File: config.mk
export PLATFORM = sky130hd
export DESIGN_NAME = muldiv_ctrl
export DESIGN_NICKNAME = d
export VERILOG_FILES = /design/src/rtl/muldiv_pkg.sv /design/src/rtl/muldiv_fixup.sv /design/src/rtl/muldiv_ctrl.sv
export SDC_FILE = /design/constraint.sdc
export NUM_CORES = 2
export LEC_CHECK = 0
export CAP_MARGIN = 20
export CORE_UTILIZATION = 24
export CTS_CLUSTER_DIAMETER = 60
export DETAILED_ROUTE_END_ITERATION = 10
export GPL_ROUTABILITY_DRIVEN = 0
export PLACE_DENSITY = 0.43
export SYNTH_ARGS = -nofsm -noshare
export SYNTH_HDL_FRONTEND = slang
export SYNTH_SLANG_ARGS = --single-unit
File: constraint.sdc
create_clock -name clk -period 6.36 [get_ports clk]
set_input_delay 1.272 -clock clk [delete_from_list [all_inputs] [get_ports clk]]
set_output_delay 1.272 -clock clk [all_outputs]
set_load 0.01 [all_outputs]
File: src/rtl/muldiv_pkg.sv
// Shared types and op-decoding helpers for the M-extension execute-stage scheduler.
package muldiv_pkg;

  typedef enum logic [3:0] {
    OpMul, OpMulw, OpDiv, OpDivu, OpRem, OpRemu, OpDivw, OpDivuw, OpRemw, OpRemuw
  } muldiv_op_t;

  typedef enum logic [1:0] {StIdle, StMul, StDiv, StDone} muldiv_state_t;

  function automatic logic is_div(muldiv_op_t op);
    return !(op inside {OpMul, OpMulw});
  endfunction

  function automatic logic is_signed(muldiv_op_t op);
    return op inside {OpDiv, OpRem, OpDivw, OpRemw};
  endfunction

  function automatic logic is_word(muldiv_op_t op);
    return op inside {OpMulw, OpDivw, OpDivuw, OpRemw, OpRemuw};
  endfunction

  function automatic logic is_rem(muldiv_op_t op);
    return op inside {OpRem, OpRemu, OpRemw, OpRemuw};
  endfunction

endpackage

File: src/rtl/muldiv_fixup.sv
// Combinational operand preparation (magnitude/width) and result sign/width fixup.
// Shortcut results for divide-by-zero and signed overflow are formed here too.
module muldiv_fixup
  import muldiv_pkg::*;
#(
  parameter int unsigned XLEN = 64
) (
  input  muldiv_op_t        op,
  input  logic [XLEN-1:0]   a,
  input  logic [XLEN-1:0]   b,
  input  logic [2*XLEN-1:0] raw_div,
  input  logic [XLEN-1:0]   raw_mul,
  output logic [XLEN-1:0]   mag_a,
  output logic [XLEN-1:0]   mag_b,
  output logic              div_zero,
  output logic              overflow,
  output logic [XLEN-1:0]   short_res,
  output logic [XLEN-1:0]   div_res,
  output logic [XLEN-1:0]   mul_res
);

  function automatic logic [XLEN-1:0] sext32(logic [31:0] x);
    return {{(XLEN-32){x[31]}}, x};
  endfunction

  logic            word, sgn, rem, neg_a, neg_b;
  logic [XLEN-1:0] a_ext, b_ext, min_x, quo, rmd, div_pre;

  always_comb begin
    word  = is_word(op);
    sgn   = is_signed(op);
    rem   = is_rem(op);
    a_ext = word ? (sgn ? sext32(a[31:0]) : {{(XLEN-32){1'b0}}, a[31:0]}) : a;
    b_ext = word ? (sgn ? sext32(b[31:0]) : {{(XLEN-32){1'b0}}, b[31:0]}) : b;
    neg_a = sgn & a_ext[XLEN-1];
    neg_b = sgn & b_ext[XLEN-1];
    mag_a = neg_a ? -a_ext : a_ext;
    mag_b = neg_b ? -b_ext : b_ext;
    min_x = word ? sext32(32'h8000_0000) : {1'b1, {(XLEN-1){1'b0}}};

    div_zero = (b_ext == '0);
    overflow = sgn && (a_ext == min_x) && (b_ext == '1);

    if (div_zero) begin
      short_res = rem ? (word ? sext32(a[31:0]) : a) : '1;
    end else begin
      short_res = rem ? '0 : min_x;
    end

    // Divider works on magnitudes; quotient sign is sign(a)^sign(b), remainder follows a.
    quo     = (neg_a ^ neg_b) ? -raw_div[XLEN-1:0] : raw_div[XLEN-1:0];
    rmd     = neg_a ? -raw_div[2*XLEN-1:XLEN] : raw_div[2*XLEN-1:XLEN];
    div_pre = rem ? rmd : quo;
    div_res = word ? sext32(div_pre[31:0]) : div_pre;
    mul_res = word ? sext32(raw_mul[31:0]) : raw_mul;
  end

endmodule

File: src/rtl/muldiv_ctrl.sv
// Scheduler for the shared iterative multiplier/divider: handshake, FSM, operand and
// result registers, plus a one-entry cache of the last divide for DIV/REM pairs.
module muldiv_ctrl
  import muldiv_pkg::*;
#(
  parameter int unsigned XLEN      = 64,
  parameter bit          DIV_CACHE = 1'b1
) (
  input  logic              clk,
  input  logic              reset,
  input  logic              flush,
  input  logic              req_valid,
  output logic              req_ready,
  input  muldiv_op_t        req_op,
  input  logic [XLEN-1:0]   req_a,
  input  logic [XLEN-1:0]   req_b,
  output logic              resp_valid,
  input  logic              resp_ready,
  output logic [XLEN-1:0]   resp_data,
  output logic              busy,
  output logic              mul_valid,
  output logic [XLEN-1:0]   mul_a,
  output logic [XLEN-1:0]   mul_b,
  input  logic              mul_done,
  input  logic [XLEN-1:0]   mul_c,
  output logic              div_valid,
  output logic [XLEN-1:0]   div_a,
  output logic [XLEN-1:0]   div_b,
  input  logic              div_done,
  input  logic [2*XLEN-1:0] div_c
);

  muldiv_state_t     state_q;
  muldiv_op_t        op_q;
  logic [XLEN-1:0]   a_q, b_q;
  logic              cache_valid_q, cache_sgn_q, cache_word_q;
  logic [XLEN-1:0]   cache_a_q, cache_b_q;
  logic [2*XLEN-1:0] cache_c_q;

  muldiv_op_t        fx_op;
  logic [XLEN-1:0]   fx_a, fx_b, mag_a, mag_b, short_res, div_res, mul_res;
  logic [2*XLEN-1:0] fx_raw;
  logic              div_zero, overflow, accept, cache_hit;

  assign req_ready = reset & ~flush & (state_q == StIdle);
  assign busy      = (state_q != StIdle);
  assign accept    = req_valid & req_ready;
  assign cache_hit = DIV_CACHE && cache_valid_q && (cache_a_q == req_a) && (cache_b_q == req_b)
                     && (cache_sgn_q == is_signed(req_op)) && (cache_word_q == is_word(req_op));

  // In IDLE the fixup sees the incoming request and cached quotient; otherwise the held op.
  always_comb begin
    fx_op  = (state_q == StIdle) ? req_op : op_q;
    fx_a   = (state_q == StIdle) ? req_a : a_q;
    fx_b   = (state_q == StIdle) ? req_b : b_q;
    fx_raw = (state_q == StIdle) ? cache_c_q : div_c;
  end

  muldiv_fixup #(.XLEN(XLEN)) u_fixup (
    .op        (fx_op),
    .a         (fx_a),
    .b         (fx_b),
    .raw_div   (fx_raw),
    .raw_mul   (mul_c),
    .mag_a     (mag_a),
    .mag_b     (mag_b),
    .div_zero  (div_zero),
    .overflow  (overflow),
    .short_res (short_res),
    .div_res   (div_res),
    .mul_res   (mul_res)
  );

  always_ff @(posedge clk or negedge reset) begin
    if (!reset) begin
      state_q       <= StIdle;
      op_q          <= OpMul;
      a_q           <= '0;
      b_q           <= '0;
      resp_valid    <= 1'b0;
      resp_data     <= '0;
      mul_valid     <= 1'b0;
      mul_a         <= '0;
      mul_b         <= '0;
      div_valid     <= 1'b0;
      div_a         <= '0;
      div_b         <= '0;
      cache_valid_q <= 1'b0;
      cache_sgn_q   <= 1'b0;
      cache_word_q  <= 1'b0;
      cache_a_q     <= '0;
      cache_b_q     <= '0;
      cache_c_q     <= '0;
    end else if (flush) begin
      state_q    <= StIdle;
      mul_valid  <= 1'b0;
      div_valid  <= 1'b0;
      resp_valid <= 1'b0;
    end else begin
      unique case (state_q)
        StIdle: begin
          if (accept) begin
            op_q <= req_op;
            a_q  <= req_a;
            b_q  <= req_b;
            if (!is_div(req_op)) begin
              state_q   <= StMul;
              mul_valid <= 1'b1;
              mul_a     <= req_a;
              mul_b     <= req_b;
            end else if (div_zero || overflow) begin
              state_q    <= StDone;
              resp_valid <= 1'b1;
              resp_data  <= short_res;
            end else if (cache_hit) begin
              state_q    <= StDone;
              resp_valid <= 1'b1;
              resp_data  <= div_res;
            end else begin
              state_q   <= StDiv;
              div_valid <= 1'b1;
              div_a     <= mag_a;
              div_b     <= mag_b;
            end
          end
        end
        StMul: begin
          if (mul_done) begin
            state_q    <= StDone;
            mul_valid  <= 1'b0;
            resp_valid <= 1'b1;
            resp_data  <= mul_res;
          end
        end
        StDiv: begin
          if (div_done) begin
            state_q       <= StDone;
            div_valid     <= 1'b0;
            resp_valid    <= 1'b1;
            resp_data     <= div_res;
            cache_valid_q <= 1'b1;
            cache_a_q     <= a_q;
            cache_b_q     <= b_q;
            cache_sgn_q   <= is_signed(op_q);
            cache_word_q  <= is_word(op_q);
            cache_c_q     <= div_c;
          end
        end
        StDone: begin
          if (resp_ready) begin
            state_q    <= StIdle;
            resp_valid <= 1'b0;
          end
        end
        default: state_q <= StIdle;
      endcase
    end
  end

endmodule

==> metrics.txt <==
status=completed; post-synthesis net count=slightly above 5k; pwr/cell area=613 mW/mm²; Critical Path Source=state_q[0]$_DFFE_PN0P_; DR iter-0 viols=4592; cts bufs inserted=roughly 110; Nets=roughly 5.7k; Post-Syn Instances=~4.8k; Worst EP arrival=6040 ps; crit-path cells=inv_1 > ha_4 > buf_12 > or3b_1 > a222oi_1 > nand4_1 > o21bai_1 > or3_1 > o21ai_1 > a311o_1 > buf_4 > a2111oi_0 > o41ai_1; synthesis warning total=0; crit end category=flip-flop; Final Cycle Share=0.857; CTS root buf=clkbuf_16; crit path launch type=flip-flop; multi-input combinational cell area=0.0242 mm²; Max stage delay on crit path=690 ps; Die Y=around 430 µm; post-route ant nets=0; Critical-path top delay cell=ha_4; filler cell count in the final layout=between 15k and 20k; vias per cell=~5.3; wire per inst=around 30 µm; placed insts=~7.6k; htree depth=3; Slew Limit Fails=0; most frequent cells in the layout=nand2_1, dfrtp_1, clkdlybuf4s50_1; Crit Path Max Fanout=between 50 and 60; Least-Margin Pin Slew=1220 ps; DPL Wire Length=roughly 190000 µm; via count=between 40k and 50k; Global Route Usage Sum=0.248; Hold Fails Final Rpt=0; crit path kind=reg2reg; vias in the first global route=roughly 40k; number of flops mapped to enable cells by yosys=0; floorplan die width=between 400 and 500 µm; Hold WS=between 300 and 400 ps; Final Critical Period=around 5400 ps; dominant cells by area after synthesis=dfrtp_1, mux2_2, nand2_1; R2R cell count=13; top cell type by total area after synthesis=dfrtp_1; clk buf depth=3; Syn-to-layout area delta=30.8%; mapped cell area=0.0437 mm²; RR Endpoint=resp_data[57]$_DFFE_PN0P_; overall overflow remaining after global route=0; row cnt=156; drt first pass iters=7; RSZ-0062 raised after global routing=no; post-synth top area share=0.410; Port Buffers=~660; Skew-Pair Late Insertion Delay=between 700 and 800 ps; post-layout util=0.316; Max Fclk=184 MHz; Pwr Total=35.1 mW; CTS tree=built; residual DRC count=0; clk slew on worst S/H paths=~60 ps; mean cell area of the mapped netlist=~9.2 µm²; share of layout cells above drive strength 1=0.151; # hold bufs at CTS=0; post-route clock skew=85.5 ps; maximum vdd drop=about 340 µV; top_reg_cell synth=dfrtp_1; Post-CTS Resized=0; Initial Utilization=0.242; initial antenna violation count=36; P_leak=approximately 24 nW; worst min path class=in2async; core box area=0.181 mm²; max_slew headroom=0.165; flop-to-flop setup slack=910 ps; Reg area=0.0179 mm²; largest net degree at the start of global routing=about 150; Sinks on Clock Net=716; Bufs and invs on worst path=3; final setup violating endpoints=0; most common cell after layout, fill and taps aside=nand2_1; top cell family by delay on the critical path=compound AO/OA/AOI/OAI gates; #FFs+latches synth=~700; Crit path required time=6950 ps; number of distinct library cells after synthesis=94; # IOs=between 600 and 700; reg2reg start=state_q[0]$_DFFE_PN0P_; DIE AREA=about 0.18 mm²; MaxCap Viol Count=0; FFs w/ async S/R, synth=1.00; final wirelength=236000 µm; sequential share of the synthesized area=0.410; Layout Cells excl Fill=7864; setup TNS=0 ps; Post-CTS Setup Repair Bufs=0; first-pass GRT wire length=around 320000 µm
[how the worst max path moves through the flow]
stage / slack (ps) / end / cells after the start
6_report: 910 / resp_data[57]$_DFFE_PN0P_ / 13
5_1_grt: 710 / resp_data[57]$_DFFE_PN0P_ / 13
4_1_cts: 1020 / resp_data[57]$_DFFE_PN0P_ / 13
3_5_place_dp: 660 / resp_data[34]$_DFFE_PN0P_ / 11
3_3_place_gp: 740 / resp_data[53]$_DFFE_PN0P_ / 11
2_1_floorplan: 500 / div_a[3]$_DFFE_PN0P_ / 28
[per-layer routing]
metal	share of wire	up-vias	global-route usage
met3	0.075	405	0.0533
met5	0.00030	-	0
met1	0.43	20898	0.331
li1	-	18441	-
met2	0.44	1853	0.376
met4	0.053	12	0.126
[where the power goes]
group	total [mW]	switching, mW	internal, mW
registers	8.91	2.24	6.67
clock network	6.28	2.47	3.81
logic	19.9	12.4	7.54
total	35.1	17.1	18.0
[sequential cells by signal, summed over array words and instances, names as in the netlist, 2 cells and up]
signal,cells
a_q,64
op_q,4
cache_c_q,128
mul_b,64
state_q,2
div_a,64
b_q,64
div_b,64
cache_a_q,64
cache_b_q,64
mul_a,64
resp_data,64
[Yosys cell counts (all sizes together), types with 56 or more instances]
cell type	number
nand2	784
dfrtp	716
mux2	400
o21ai	358
nor2	258
a21oi	257
mux2i	240
clkbuf	181
xnor2	157
nor3	148
buf	128
xor2	120
inv	71
nor4	71
o31ai	62
nand3	58
or3	56
[logic make-up (layout without fill, tap and decap cells)]
logic type / count (synthesis) / count (layout) / synth area share
buffers and inverters: 380 / 1094 / 0.0389
other: 0 / 21 / 0
AO/OA/AOI/OAI: 1063 / 1063 / 0.154
flip-flops: 716 / 716 / 0.410
adder cells (fa/ha/maj): 10 / 10 / 0.00286
multiplexers: 640 / 640 / 0.158
XOR/XNOR: 277 / 277 / 0.0555
AND/OR/NAND/NOR: 1673 / 1673 / 0.181
[per-stage QoR]
stage	setup slack (ps)	instance area, µm²
finish	912	57200
global route	714	57200
CTS	1020	57200
detailed placement	660	53400
global placement	744	53400
floorplan	500	43700
[layout make-up]
class                           count  area share
Antenna cell                       21    0.000919
Clock buffer                      143      0.0524
Clock inverter                     55      0.0125
Inverter                           71     0.00466
Multi-Input combinational cell   3663       0.424
Sequential cell                   716       0.313
Tap cell                         2370      0.0518
Timing Repair Buffer              825       0.141
No activity file was read; power rests on OpenSTA's default activity.
